==> src/rtl/nn_acc_pkg.sv <==
// nn_acc_pkg: sequencer state encoding and default Conv1D layer dimensions
package nn_acc_pkg;
  typedef enum logic [2:0] {IDLE, CONV, DRAIN, LSTM_START, LSTM_WAIT, DONE} seq_state_t;
  localparam int N_OC = 128;
  localparam int K = 3;
  localparam int N_IN = 40;
  localparam int BEATS_PER_FRAME = N_OC * K * N_IN;
endpackage

==> src/rtl/nn_conv_addr_gen.sv <==
// nn_conv_addr_gen: ic/tap/oc nested counters with incremental w_addr; in clear/advance, out w_addr/tap/ic/oc, first/last markers, wrap on final beat
module nn_conv_addr_gen #(
  parameter int N_OC = nn_acc_pkg::N_OC,
  parameter int K = nn_acc_pkg::K,
  parameter int N_IN = nn_acc_pkg::N_IN,
  parameter int AW = $clog2(N_OC * K * N_IN),
  parameter int OW = $clog2(N_OC),
  parameter int TW = $clog2(K),
  parameter int IW = $clog2(N_IN)
) (
  input  logic          clk,
  input  logic          reset_n,
  input  logic          clear,
  input  logic          advance,
  output logic [AW-1:0] w_addr,
  output logic [TW-1:0] tap,
  output logic [IW-1:0] ic,
  output logic [OW-1:0] oc,
  output logic          first,
  output logic          last,
  output logic          wrap
);
  logic ic_end, tap_end, oc_end;
  assign ic_end = ic == IW'(N_IN - 1);
  assign tap_end = tap == TW'(K - 1);
  assign oc_end = oc == OW'(N_OC - 1);
  assign first = tap == '0 && ic == '0;
  assign last = tap_end && ic_end;
  assign wrap = last && oc_end;
  always_ff @(posedge clk or negedge reset_n)
    if (!reset_n) begin
      w_addr <= '0;
      tap <= '0;
      ic <= '0;
      oc <= '0;
    end else if (clear) begin
      w_addr <= '0;
      tap <= '0;
      ic <= '0;
      oc <= '0;
    end else if (advance) begin
      ic <= ic_end ? '0 : ic + IW'(1);
      tap <= !ic_end ? tap : tap_end ? '0 : tap + TW'(1);
      oc <= !last ? oc : oc_end ? '0 : oc + OW'(1);
      w_addr <= wrap ? '0 : w_addr + AW'(1);
    end
endmodule

==> src/rtl/nn_layer_sequencer.sv <==
// nn_layer_sequencer: frame FSM; frame_valid/ready in, MAC requests (mac_*, w_addr, f_tap, f_ic, oc_idx), LSTM start/done handshake, busy/frame_done/frame_cnt/err status
module nn_layer_sequencer #(
  parameter int N_OC = nn_acc_pkg::N_OC,
  parameter int K = nn_acc_pkg::K,
  parameter int N_IN = nn_acc_pkg::N_IN,
  parameter int MAC_LAT = 4,
  parameter int AW = $clog2(N_OC * K * N_IN)
) (
  input  logic                    clk,
  input  logic                    reset_n,
  input  logic                    frame_valid,
  output logic                    frame_ready,
  output logic                    mac_valid,
  input  logic                    mac_ready,
  output logic                    mac_first,
  output logic                    mac_last,
  output logic [AW-1:0]           w_addr,
  output logic [$clog2(K)-1:0]    f_tap,
  output logic [$clog2(N_IN)-1:0] f_ic,
  output logic [$clog2(N_OC)-1:0] oc_idx,
  output logic                    lstm_start,
  input  logic                    lstm_done,
  output logic                    busy,
  output logic                    frame_done,
  output logic [15:0]             frame_cnt,
  output logic                    err
);
  import nn_acc_pkg::*;
  localparam int DW = MAC_LAT > 1 ? $clog2(MAC_LAT) : 1;
  seq_state_t state;
  logic [DW-1:0] drain_cnt;
  logic first, last, wrap, beat, start;
  assign beat = mac_valid && mac_ready;
  assign start = state == IDLE && frame_valid;
  assign mac_first = mac_valid && first;
  assign mac_last = mac_valid && last;
  nn_conv_addr_gen #(
    .N_OC(N_OC),
    .K(K),
    .N_IN(N_IN),
    .AW(AW)
  ) u_addr (
    .clk(clk),
    .reset_n(reset_n),
    .clear(start),
    .advance(beat),
    .w_addr(w_addr),
    .tap(f_tap),
    .ic(f_ic),
    .oc(oc_idx),
    .first(first),
    .last(last),
    .wrap(wrap)
  );
  always_ff @(posedge clk or negedge reset_n)
    if (!reset_n) begin
      state <= IDLE;
      drain_cnt <= '0;
      frame_ready <= 1'b1;
      mac_valid <= 1'b0;
      lstm_start <= 1'b0;
      frame_done <= 1'b0;
      busy <= 1'b0;
      err <= 1'b0;
      frame_cnt <= '0;
    end else begin
      lstm_start <= 1'b0;
      frame_done <= 1'b0;
      if (lstm_done && state != LSTM_WAIT) err <= 1'b1;
      case (state)
        IDLE: if (frame_valid) begin
          state <= CONV;
          frame_ready <= 1'b0;
          mac_valid <= 1'b1;
          busy <= 1'b1;
        end
        CONV: if (beat && wrap) begin
          state <= DRAIN;
          mac_valid <= 1'b0;
          drain_cnt <= '0;
        end
        DRAIN: begin
          drain_cnt <= drain_cnt + DW'(1);
          if (drain_cnt == DW'(MAC_LAT - 1)) begin
            state <= LSTM_START;
            lstm_start <= 1'b1;
          end
        end
        LSTM_START: state <= LSTM_WAIT;
        LSTM_WAIT: if (lstm_done) begin
          state <= DONE;
          frame_done <= 1'b1;
          frame_cnt <= frame_cnt + 16'd1;
        end
        DONE: begin
          state <= IDLE;
          frame_ready <= 1'b1;
          busy <= 1'b0;
        end
        default: state <= IDLE;
      endcase
    end
endmodule

==> config.mk <==
export PLATFORM = sky130hd
export DESIGN_NAME = nn_layer_sequencer
export DESIGN_NICKNAME = d
export VERILOG_FILES = /design/src/rtl/nn_acc_pkg.sv /design/src/rtl/nn_conv_addr_gen.sv /design/src/rtl/nn_layer_sequencer.sv
export SDC_FILE = /design/constraint.sdc
export NUM_CORES = 1
export LEC_CHECK = 0
export ABC_AREA = 0
export BUFFER_PORTS_ARGS = -buffer_cell sky130_fd_sc_hd__buf_2
export CAP_MARGIN = 20
export CORE_MARGIN = 3
export CORE_UTILIZATION = 55
export DETAILED_ROUTE_END_ITERATION = 8
export GPL_ROUTABILITY_DRIVEN = 0
export PLACE_DENSITY = 0.8
export SLEW_MARGIN = 0
export SYNTH_ARGS = -nofsm -noshare
export SYNTH_HDL_FRONTEND = slang
export SYNTH_SLANG_ARGS = --single-unit
==> constraint.sdc <==
create_clock -name clk -period 6.25 [get_ports clk]
set_clock_uncertainty 0.15 [all_clocks]
set_input_delay 0.625 -clock clk [delete_from_list [all_inputs] [get_ports clk]]
set_output_delay 0.625 -clock clk [all_outputs]
set_load 0.01 [all_outputs]
# ---- After elaboration in Yosys (flattened, before gate mapping)
# Index checks and enable logic that the tools add are counted.
dict set report word_totals {
  register_bits 56
  word_cells 89
  input_bits 5
  out_inout_bits 53
}
dict set report op_classes {
  n_eq_ne 14
  muxes 31
  reduce_logical 25
  addsub 6
}
# op n
set ops {}
lappend ops {{two-way mux 14 bit} 3}
lappend ops {{two-way mux 7 bit} 4}
lappend ops {{two-way mux 6 bit} 3}
lappend ops {{adder 16 x 1 -> 16 bit, second input constant} 1}
lappend ops {{one-hot mux 3 bit (5 select lines)} 1}
lappend ops {{adder 14 x 1 -> 14 bit, second input constant} 1}
lappend ops {{two-way mux 3 bit} 4}
lappend ops {{nonzero test 2 bit} 6}
lappend ops {{two-way mux 2 bit} 5}
lappend ops {{AND reduction 2 bit} 5}
lappend ops {{logical AND 1 bit} 9}
lappend ops {{inequality test 2 bit, second input constant} 4}
lappend ops {{adder 7 x 1 -> 7 bit, second input constant} 1}
lappend ops {{equality test 7 bit, second input constant} 1}
lappend ops {{two-way mux 1 bit} 7}
lappend ops {{adder 6 x 1 -> 6 bit, second input constant} 1}
lappend ops {{equality test 3 x 2 -> 1 bit, second input constant} 2}
lappend ops {{equality test 3 bit, second input constant} 2}
lappend ops {{equality test 6 bit, second input constant} 1}
lappend ops {{zero test 6 bit} 1}
lappend ops {{one-hot mux 1 bit (2 select lines)} 3}
lappend ops {{adder 2 x 1 -> 2 bit, second input constant} 2}
lappend ops {{equality test 2 bit, second input constant} 2}
lappend ops {{one-hot mux 2 bit (2 select lines)} 1}
lappend ops {{6 further kinds} 6}

# ---- Longest topological paths before layout
dict set report depth {
  ltp_word 6
  mapped_depth 7
  mapped_depth_nobuf 5
}

# ---- By module
# A second synthesis with hierarchy kept.
dict set report hier_totals {
  cells_unflattened 293
  hier_area_um2 2870.3
}
# module area_each_um2 n_inst cells_each seq_area_each_um2
set modules_own_cells {}
lappend modules_own_cells {nn_conv_addr_gen 1631.6 1 172 725.7}
lappend modules_own_cells {nn_layer_sequencer 1238.7 1 121 676.9}

# ---- Worst setup path before layout
# Ideal clock, no wire load.
dict set report synth_timing {
  path_kind {in2reg}
  startpoint {in frame_valid}
  endpoint {reg u_addr.tap[0]}
  arrival_ps 1786
  cell_stages 4
  path_slack_ps 4190
  path_cell_list {or4b_4 > buf_4 > o21ai_1 > mux2_2}
}
dict set report synth_via {
  elab_chain_cells 3
}
# element line_no
set synth_rtl {}
lappend synth_rtl {{from (decl)} nn_layer_sequencer.sv:11} ;# input logic frame_valid,
lappend synth_rtl {{logical AND 1 bit (*)} nn_layer_sequencer.sv:34} ;# assign start = state == IDLE && frame_valid;
lappend synth_rtl {{nonzero test 2 bit (no source line)} n/a}
lappend synth_rtl {{AND reduction 2 bit (no source line)} n/a}
lappend synth_rtl {{to (signal assigned)} nn_conv_addr_gen.sv:43} ;# tap <= !ic_end ? tap : tap_end ? '0 : tap + TW'(1);
lappend synth_rtl {{to (decl)} nn_conv_addr_gen.sv:16} ;# output logic [TW-1:0] tap,
# Every way passes the cells marked *; elsewhere a longest branch is shown, timed or not.
# A chain may end at the register's enable or synchronous reset.

# ---- Final worst setup path
dict set report layout_timing {
  startpoint {reg u_addr.ic[0]}
  endpoint {reg u_addr.oc[5]}
}
dict set report layout_via {
  elab_chain_cells 4
}
# element line_no
set layout_rtl {}
lappend layout_rtl {{from (decl)} nn_conv_addr_gen.sv:17} ;# output logic [IW-1:0] ic,
lappend layout_rtl {{from (signal assigned)} nn_conv_addr_gen.sv:42} ;# ic <= ic_end ? '0 : ic + IW'(1);
lappend layout_rtl {{equality test 6 bit} nn_conv_addr_gen.sv:24} ;# assign ic_end = ic == IW'(N_IN - 1);
lappend layout_rtl {{logical AND 1 bit} nn_conv_addr_gen.sv:28} ;# assign last = tap_end && ic_end;
lappend layout_rtl {{nonzero test 2 bit (no source line)} n/a}
lappend layout_rtl {{AND reduction 2 bit (no source line)} n/a}
lappend layout_rtl {{to (signal assigned)} nn_conv_addr_gen.sv:44} ;# oc <= !last ? oc : oc_end ? '0 : oc + OW'(1);
lappend layout_rtl {{to (decl)} nn_conv_addr_gen.sv:18} ;# output logic [OW-1:0] oc,
# No other way between the ends.

==> out/metrics.cfg <==
[outcome]
status=completed

[placed_design]
portBuffers=57
dpl.hpwl_um=4241
dp.cells=401

[timing]
min_period_ns=2.549
slew_violations=0
fin_tns_setup_ns=0
setup_violations=0
hold_ws_ns=0.2898
relSlewSlack_pct=44.23
rsz0062_at_grt=false
min_period_over_period_pct=40.78
fmax_ghz=0.3924
tightestPinTransition_ns=0.8309
hold_viol=0

[routing]
wl_per_cell_um=14.67
drt_iter0_drc=137
ant_nets=0
wl_um=5998
first_pass_iters=4
viasPerCell=5.726
vias=2342
route.detailed.drc=0

[synthesis]
synth_common_cells=55 x dfrtp_1, 30 x nand2_1, 30 x nor2_1
synth_compound_area_share_pct=11.41
synth.most_common_cell=dfrtp_1
synth_area_um2=2863
synth_fa_ha_area_share_pct=2.622
synthXorXnorAreaFrac_pct=9.178
yosys_warnings=0
synth_edf_count=0
synthFlopType=dfrtp_1
synthCells=285
synthMuxAreaShare_pct=1.530
ys_seq_elements=56
yosys.area_share.simple_pct=23.16
syn_nets=296
yosysSeqAreaShare_pct=48.99
synthDistinctLibCells=47
synth.top_cell.area_share_pct=48.08
synth_area_leader_cell=dfrtp_1
post_synth.cell_area_avg_um2=10.04
ys_async_sr_fraction_pct=100.0
yosys-top-cells-area=dfrtp_1 48%, xnor2_1 7.0%, nand2_1 3.9%, nor2_1 3.9%, nand3_1 3.1%
synth_top_family_by_area=simple AND/OR/NAND/NOR gates

[power_and_ir_drop]
switching_share_pct=33.13
power_density_nw_per_um2=272.8
p_leak_nw=1.579
clkPwrFrac_pct=26.1
ir_worst_vdd_v=0.0001372
p_int_mw=0.6043
power_frac_comb_pct=23.1
switching_power_mw=0.2994
seqPwrFrac_pct=50.8

[die]
die_w_um=78.15
initial_utilization_pct=58.67
core_area_um2=4880
die_h_um=78.15
rows=25
ios=58
dieArea_um2=6107

[final_layout]
fin_cells=409
final_nets=352
syn2layout_area_growth_pct=15.73
drive_gt1_share_pct=24.85
diodes=0

[setup_path]
slowest_stage=o21ai_1
critPathMaxFanout=12
setup.worst_path.start=u_addr.ic[0]
cp.required_ns=6.26
r2r_start=u_addr.ic[0]
setup.worst_path.start_class=register
path_cells=ha_1 > and3_1 > nand3_1 > o21ai_1 > o21ai_0
max_stage_delay_ns=0.78
r2r_setup_slack_ns=3.70
worst_setup_path_end_kind=register
critical_path_class=reg2reg
arrival_ns=2.56

[grt]
grt_pass1_wl_um=10250
grt-ovfl-total=0
grt_pass1_vias=2210
grtUsageTotal_pct=20.77
antenna_found_initial=0
grt_max_degree=57

[cts]
cts_max_path_buffers=2
cts_tree=done
clk-insertion-delay-late_ns=0.31
post_cts_resized=0
cts_buffers=5
postCtsHoldBufs=0
clk_pin_slew_ns=0.11
clock-sinks=56
postCtsSetupBuffers=0
cts_root_buf=clkbuf_8
cts_max_level=2

[job]
drv_cap=0

[min_path]
hold_path_class=in2async

## cell families (layout without fill, tap and decap cells)
logic type	after synthesis	after routing
AND/OR/NAND/NOR	124	124
adder cells (fa/ha/maj)	6	6
AO/OA/AOI/OAI	45	45
multiplexers	4	4
flip-flops	56	56
XOR/XNOR	30	30
buffers and inverters	20	77
## worst paths after layout
| path | endpoint | cells after the start |
|---|---|---|
| max in group asynchronous | frame_cnt[4] | 2 |
| worst max-delay path | u_addr.oc[5] | 5 |
| worst max register to register | u_addr.oc[5] | 5 |
| worst min-delay path | u_addr.w_addr[0] | 2 |
| min in group clk | err | 1 |
| worst min register to register | err | 1 |
## layout by cell type (no fill, tap or decap), types with 3 or more instances in the layout
| master | Yosys | routed |
|---|---|---|
| a211oi_2 | 5 | 5 |
| a21oi_1 | 13 | 13 |
| a22o_1 | 3 | 3 |
| and3_1 | 4 | 4 |
| and4_1 | 3 | 3 |
| buf_2 | 2 | 57 |
| clkbuf_8 | 0 | 5 |
| dfrtp_1 | 55 | 55 |
| ha_1 | 6 | 6 |
| inv_1 | 10 | 10 |
| mux2_2 | 3 | 3 |
| nand2_1 | 30 | 30 |
| nand3_1 | 18 | 18 |
| nand4_1 | 7 | 7 |
| nor2_1 | 30 | 30 |
| nor3_1 | 6 | 6 |
| nor4_1 | 6 | 6 |
| o21ai_0 | 7 | 7 |
| o31ai_1 | 4 | 4 |
| or4_1 | 4 | 4 |
| xnor2_1 | 23 | 23 |
| xor2_1 | 7 | 7 |
## metal layers
layer	global-route usage [%]	wire length (um)	vias to the layer above
met5	0	0	-
met1	27.03	2706	1124
met3	5.046	347	9
li1	-	-	1132
met2	33.39	2843	77
met4	8.392	101	0
## layout make-up
type	instances	area, um^2
clock buffers	5	68.82
clock inverters	3	42.54
fillers	403	1567
inverters	10	37.54
multi-input cells	209	1378
flip-flops and latches	56	1403
well taps	67	83.83
repair buffers	59	300.3
## registers in the layout, indices dropped and copies added, names as in the netlist
register,cells
u_addr.tap,2
busy,1
drain_cnt,2
u_addr.oc,7
err,1
u_addr.ic,6
mac_valid,1
frame_cnt,16
frame_ready,1
u_addr.w_addr,14
lstm_start,1
frame_done,1
state,3
## stage by stage
stage          utilization (%)  power, mW  instance area [um^2]  worst slack (ns)
4_1_cts                  67.90     0.9088                  3313             3.748
5_1_grt                  67.90     0.9567                  3313             3.486
2_1_floorplan                -     0.5945                  2863             4.190
3_5_place_dp             65.62     0.6755                  3202             3.534
3_3_place_gp             65.62     0.6669                  3202             3.660
6_report                 67.90     0.9037                  3313             3.701
## power by group through the flow
stage	Clock, mW	Sequential (mW)	Combinational [mW]
2_1_floorplan	0	0.470	0.125
3_3_place_gp	0	0.463	0.203
3_5_place_dp	0	0.465	0.210
4_1_cts	0.240	0.458	0.211
5_1_grt	0.258	0.467	0.232
6_report	0.236	0.459	0.209
## worst max-delay path: cells and delay by family (launching register included)
family / cells / cell delay [ns]
and+or+nand+nor: 2 / 0.59
AOI/OAI and AO/OA: 2 / 0.98
adders and majority gates: 1 / 0.24
DFF: 1 / 0.44
Note: power is estimated with default switching activity, not from simulation.
